### config.mk
export PLATFORM = sky130hd
export DESIGN_NAME = alu_op_sequencer
export DESIGN_NICKNAME = d
export VERILOG_FILES = /design/src/rtl/alu_op_sequencer.sv
export SDC_FILE = /design/constraint.sdc
export NUM_CORES = 1
export LEC_CHECK = 0
export CORE_MARGIN = 2
export CORE_UTILIZATION = 35
export CTS_CLUSTER_DIAMETER = 30
export CTS_CLUSTER_SIZE = 12
export DETAILED_ROUTE_END_ITERATION = 7
export GPL_ROUTABILITY_DRIVEN = 0
export HOLD_SLACK_MARGIN = 0.12
export PLACE_DENSITY = 0.64
export SETUP_SLACK_MARGIN = 0.02
export SYNTH_ARGS = -nofsm -noshare
export SYNTH_HDL_FRONTEND = slang
export SYNTH_SLANG_ARGS = --single-unit
### constraint.sdc
create_clock -name clk -period 2.1 [get_ports clk]
set_input_delay 0.42 -clock clk [delete_from_list [all_inputs] [get_ports clk]]
set_output_delay 0.42 -clock clk [all_outputs]
set_load 0.02 [all_outputs]
### src/rtl/alu_op_sequencer.sv
// Command sequencer in front of a 4-bit ALU: issues single ALU ops and
// unsigned multiplies by repeated shift-add through the same ALU.
module alu_op_sequencer #(
   parameter int unsigned WIDTH = 4
) (
   input  logic                 clk,
   input  logic                 rst_n,
   input  logic                 in_valid,
   output logic                 in_ready,
   input  logic [3:0]           in_cmd,
   input  logic [WIDTH-1:0]     in_a,
   input  logic [WIDTH-1:0]     in_b,
   output logic [WIDTH-1:0]     alu_a,
   output logic [WIDTH-1:0]     alu_b,
   output logic [2:0]           alu_op,
   input  logic [WIDTH-1:0]     alu_result,
   input  logic                 alu_cout,
   input  logic                 alu_overflow,
   input  logic                 alu_zero,
   output logic                 out_valid,
   input  logic                 out_ready,
   output logic [2*WIDTH-1:0]   out_result,
   output logic                 out_cout,
   output logic                 out_overflow,
   output logic                 out_zero
);

   localparam int unsigned RES_W = 2 * WIDTH;
   localparam int unsigned CNT_W = (WIDTH > 1) ? $clog2(WIDTH) : 1;
   localparam logic [2:0]  OP_ADD = 3'b010;

   typedef enum logic [1:0] {IDLE, EXEC, MUL, DONE} state_t;

   state_t             state_q, state_d;
   logic [WIDTH-1:0]   a_q, a_d;       // operand A / multiplicand M
   logic [WIDTH-1:0]   b_q, b_d;       // operand B / multiplier Q (shifts)
   logic [2:0]         op_q, op_d;
   logic [WIDTH-1:0]   phi_q, phi_d;
   logic [CNT_W-1:0]   cnt_q, cnt_d;
   logic               valid_d, cout_d, ovf_d, zero_d;
   logic [RES_W-1:0]   res_d;
   logic [RES_W-1:0]   shift_c;

   assign in_ready = (state_q == IDLE);

   // {cout, sum, Q} shifted right by one: the next {P_hi, Q}
   assign shift_c = {alu_cout, alu_result, b_q[WIDTH-1:1]};

   // ALU drive is decoded from registered state only
   always_comb begin
      alu_a  = '0;
      alu_b  = '0;
      alu_op = 3'b000;
      case (state_q)
         EXEC: begin
            alu_a  = a_q;
            alu_b  = b_q;
            alu_op = op_q;
         end
         MUL: begin
            alu_a  = phi_q;
            alu_b  = b_q[0] ? a_q : '0;
            alu_op = OP_ADD;
         end
         default: ;
      endcase
   end

   // Next-state and next-register values
   always_comb begin
      state_d = state_q;
      a_d     = a_q;
      b_d     = b_q;
      op_d    = op_q;
      phi_d   = phi_q;
      cnt_d   = cnt_q;
      res_d   = out_result;
      cout_d  = out_cout;
      ovf_d   = out_overflow;
      zero_d  = out_zero;
      case (state_q)
         IDLE: begin
            if (in_valid) begin
               a_d     = in_a;
               b_d     = in_b;
               op_d    = in_cmd[2:0];
               phi_d   = '0;
               cnt_d   = '0;
               state_d = in_cmd[3] ? MUL : EXEC;
            end
         end
         EXEC: begin
            res_d   = RES_W'(alu_result);
            cout_d  = alu_cout;
            ovf_d   = alu_overflow;
            zero_d  = alu_zero;
            state_d = DONE;
         end
         MUL: begin
            {phi_d, b_d} = shift_c;
            cnt_d        = cnt_q + CNT_W'(1);
            if (cnt_q == CNT_W'(WIDTH - 1)) begin
               res_d   = shift_c;
               cout_d  = 1'b0;
               ovf_d   = 1'b0;
               zero_d  = (shift_c == '0);
               state_d = DONE;
            end
         end
         DONE: begin
            if (out_ready) state_d = IDLE;
         end
         default: state_d = IDLE;
      endcase
      valid_d = (state_d == DONE);
   end

   always_ff @(posedge clk or negedge rst_n) begin
      if (!rst_n) begin
         state_q      <= IDLE;
         a_q          <= '0;
         b_q          <= '0;
         op_q         <= 3'b000;
         phi_q        <= '0;
         cnt_q        <= '0;
         out_valid    <= 1'b0;
         out_result   <= '0;
         out_cout     <= 1'b0;
         out_overflow <= 1'b0;
         out_zero     <= 1'b0;
      end else begin
         state_q      <= state_d;
         a_q          <= a_d;
         b_q          <= b_d;
         op_q         <= op_d;
         phi_q        <= phi_d;
         cnt_q        <= cnt_d;
         out_valid    <= valid_d;
         out_result   <= res_d;
         out_cout     <= cout_d;
         out_overflow <= ovf_d;
         out_zero     <= zero_d;
      end
   end

endmodule

==> flow_metrics.py <==
metrics = {
    "status": {
        "status": "completed",
    },
    "synthesis": {
        "synth_common_cells": "dfrtp_1 (31), nand2_1 (24), mux2i_1 (15), o21ai_0 (15), nor2b_1 (14)",
        "async_flop_share_pct": 100.0,
        "synth_fp_nets": 196,
        "netlist_area_um2": 1660,
        "syn_avg_cell_area_um2": 9.883,
        "synth_top_cell_area_share_pct": 46.72,
        "synthCells": 168,
        "ys_warn_count": 0,
        "synth.most_common_cell": "dfrtp_1",
        "synth-main-ff-cell": "dfrtp_1",
        "synth_seq_cells": 31,
        "yosysTopAreaCell": "dfrtp_1",
        "synth_cell_types": 31,
        "seq_area_frac_synth_pct": 46.72,
        "synth_edf_count": 0,
        "synthTopCellsByArea": "dfrtp_1 (47%), mux2i_1 (9.0%), nand2_1 (5.4%)",
    },
    "cells_and_area": {
        "seq_area_um2": 775.7,
        "final_layout_size_suffix_gt1_share_pct": 21.30,
        "fill_cells": 470,
        "num_antenna_cells": 0,
        "nets": 257,
        "final_util_pct": 50.58,
        "areaGrowthSynthToFinish_pct": 41.97,
        "multi_input_area_um2": 840.8,
    },
    "clock_network": {
        "cts_max_level": 2,
        "cts_buffer_depth": 2,
        "clock_latency_ns": 0.28,
        "clk_pin_slew_ns": 0.06,
        "cts.sinks": 31,
        "hold_buffers": 0,
        "numCtsBuffers": 5,
        "cts_tree": "done",
        "cts-root-buf": "clkbuf_8",
    },
    "power_and_ir_drop": {
        "p_int_mw": 2.092,
        "p_per_area_nw_per_um2": 1504,
        "sequentialPowerShare_pct": 30.2,
        "power_frac_clock_pct": 14.5,
        "vdd_drop_max_mv": 0.7510,
        "p_sw_share_pct": 41.01,
        "pwr-share-comb_pct": 55.3,
        "p_sw_mw": 1.454,
        "power.leakage_nw": 0.9990,
    },
    "route": {
        "remaining_drc_errors": 0,
        "firstDrtPassIters": 3,
        "drt_iter0_markers": 37,
        "finalWirelength_um": 4037,
        "final_antenna_net_count": 0,
        "wl_per_cell_um": 14.21,
        "routed_via_density": 4.961,
        "route.vias.total": 1409,
    },
    "sta": {
        "setup_viol": 0,
        "finalHoldViolations": 0,
        "skew_ns": 0.002487,
        "clock.fmax_ghz": 0.5004,
        "max-slew-margin-rel_pct": 59.83,
        "holdWs_ns": 0.4932,
        "slew_violations": 0,
        "final.period_utilization_pct": 95.17,
        "rsz0062_at_grt": "no",
        "fin_ws_ns": 0.1015,
        "min_period_ns": 1.999,
        "tightest_slew_ns": 0.6026,
    },
    "place": {
        "pre_cts_slack_ns": -0.03377,
        "portBuffers": 46,
        "dp_hpwl_um": 2890,
    },
    "flow_run": {
        "cap_violations": 0,
    },
    "floorplan": {
        "core_area_um2": 4661,
        "num_rows": 25,
        "initial_utilization_pct": 35.62,
        "die_y_um": 72.88,
        "dieWidth_um": 72.88,
        "die_area_um2": 5311,
        "ioPinCount": 47,
    },
    "global_route": {
        "grt_pass1_wl_um": 6637,
        "track_usage_pct": 16.21,
        "antenna_found_initial": 0,
        "grt_max_degree": 32,
        "overflow": 0,
        "grt_pass1_vias": 1376,
    },
    "critical_path": {
        "critPathKind": "reg -> out",
        "arrival_ns": 1.58,
        "cp_data_required_time_ns": 1.68,
        "cp-end-kind": "output pin",
        "critPathMaxFanout": 8,
        "start_kind": "flop",
    },
    "min_path": {
        "worstHoldPathType": "reg -> reg",
    },
}
-- cell families (layout without fill, tap and decap cells) --
| group | Yosys count | after routing | share of synthesized area, % |
|---|---|---|---|
| buffers and inverters | 15 | 77 | 4.446 |
| AND/OR/NAND/NOR | 51 | 51 | 15.30 |
| AO/OA/AOI/OAI | 44 | 44 | 15.98 |
| multiplexers | 22 | 22 | 13.79 |
| flip-flops | 31 | 31 | 46.72 |
| adder cells (fa/ha/maj) | 5 | 5 | 3.768 |
-- metal layers --
metal | vias to the layer above | global-route usage [%] | share of wire (%)
met5 | - | 0 | 0
met1 | 662 | 22.23 | 48
met2 | 35 | 25.35 | 46
met4 | 0 | 3.704 | 0.84
met3 | 5 | 4.834 | 5.1
li1 | 707 | - | -
-- path summary, 6_finish.rpt --
kind                                      startpoint                  endpoint  slack, ns  cells after the start
worst max-delay path            state_q[0]$_DFF_PN0_                  alu_b[3]       0.10                      6
worst min-delay path            phi_q[1]$_DFFE_PN0P_      phi_q[1]$_DFFE_PN0P_       0.49                      2
worst max register to register  state_q[0]$_DFF_PN0_        b_q[3]$_DFFE_PN0P_       0.18                      7
worst min register to register  phi_q[1]$_DFFE_PN0P_      phi_q[1]$_DFFE_PN0P_       0.49                      2
max in group asynchronous                      rst_n  out_overflow$_DFFE_PN0P_       1.27                      2
min in group asynchronous                      rst_n       out_valid$_DFF_PN0_       0.54                      2
-- registers in the layout, indices dropped and copies added (netlist names) --
| signal | cells |
|---|---|
| a_q | 4 |
| b_q | 4 |
| cnt_q | 2 |
| op_q | 3 |
| out_cout | 1 |
| out_overflow | 1 |
| out_result | 8 |
| out_valid | 1 |
| out_zero | 1 |
| phi_q | 4 |
| state_q | 2 |
-- final cells by class --
cell class,count,share of cell area [%]
Tap cell,54,2.866
Sequential cell,31,32.91
Timing Repair Buffer,65,23.67
Inverter,4,0.6369
Multi-Input combinational cell,122,35.67
Clock buffer,8,4.246
-- power groups by stage --
stage               Sequential (mW)  Clock (mW)  Combinational (mW)
floorplan                      1.15           0                1.09
finish                         1.07       0.513                1.96
detailed placement             1.08           0                1.95
global placement               1.07           0                1.92
global route                   1.11       0.555                2.17
CTS                            1.07       0.524                1.92
-- timing repair --
| action | CTS | global route |
|---|---|---|
| resized for setup | 36 | 7 |
| setup buffers | 0 | 1 |
| setup endpoints to repair | 11 | 9 |
-- stage by stage --
stage                     total power [mW]  cells  instance area, µm²  setup TNS (ns)
after floorplan                      2.241    168                1660               0
after global placement               2.987    275                2265        -0.01110
after detailed placement             3.023    275                2265         -0.1462
after CTS                            3.513    283                2340               0
after global routing                 3.834    284                2357               0
final                                3.546    284                2357               0
-- cells in the final DEF, fill, tap and decap left out, types with 4 or more instances in the layout --
master / n
buf_2: 7
mux2i_1: 15
clkdlybuf4s50_1: 35
dfrtp_1: 31
o21ai_0: 15
mux2_2: 7
buf_4: 19
a21oi_1: 9
a211oi_1: 4
clkbuf_8: 7
nor2b_1: 14
nand2_1: 24
nor2_1: 5
-- critical path, stage by stage (launching register included) --
cell and delay, ns:
dfrtp_1 0.37, buf_4 0.16, ha_1 0.20, buf_4 0.17, a32oi_1 0.17, nor2b_1 0.07, buf_2 0.16
Note: power is estimated with default switching activity, not from simulation.
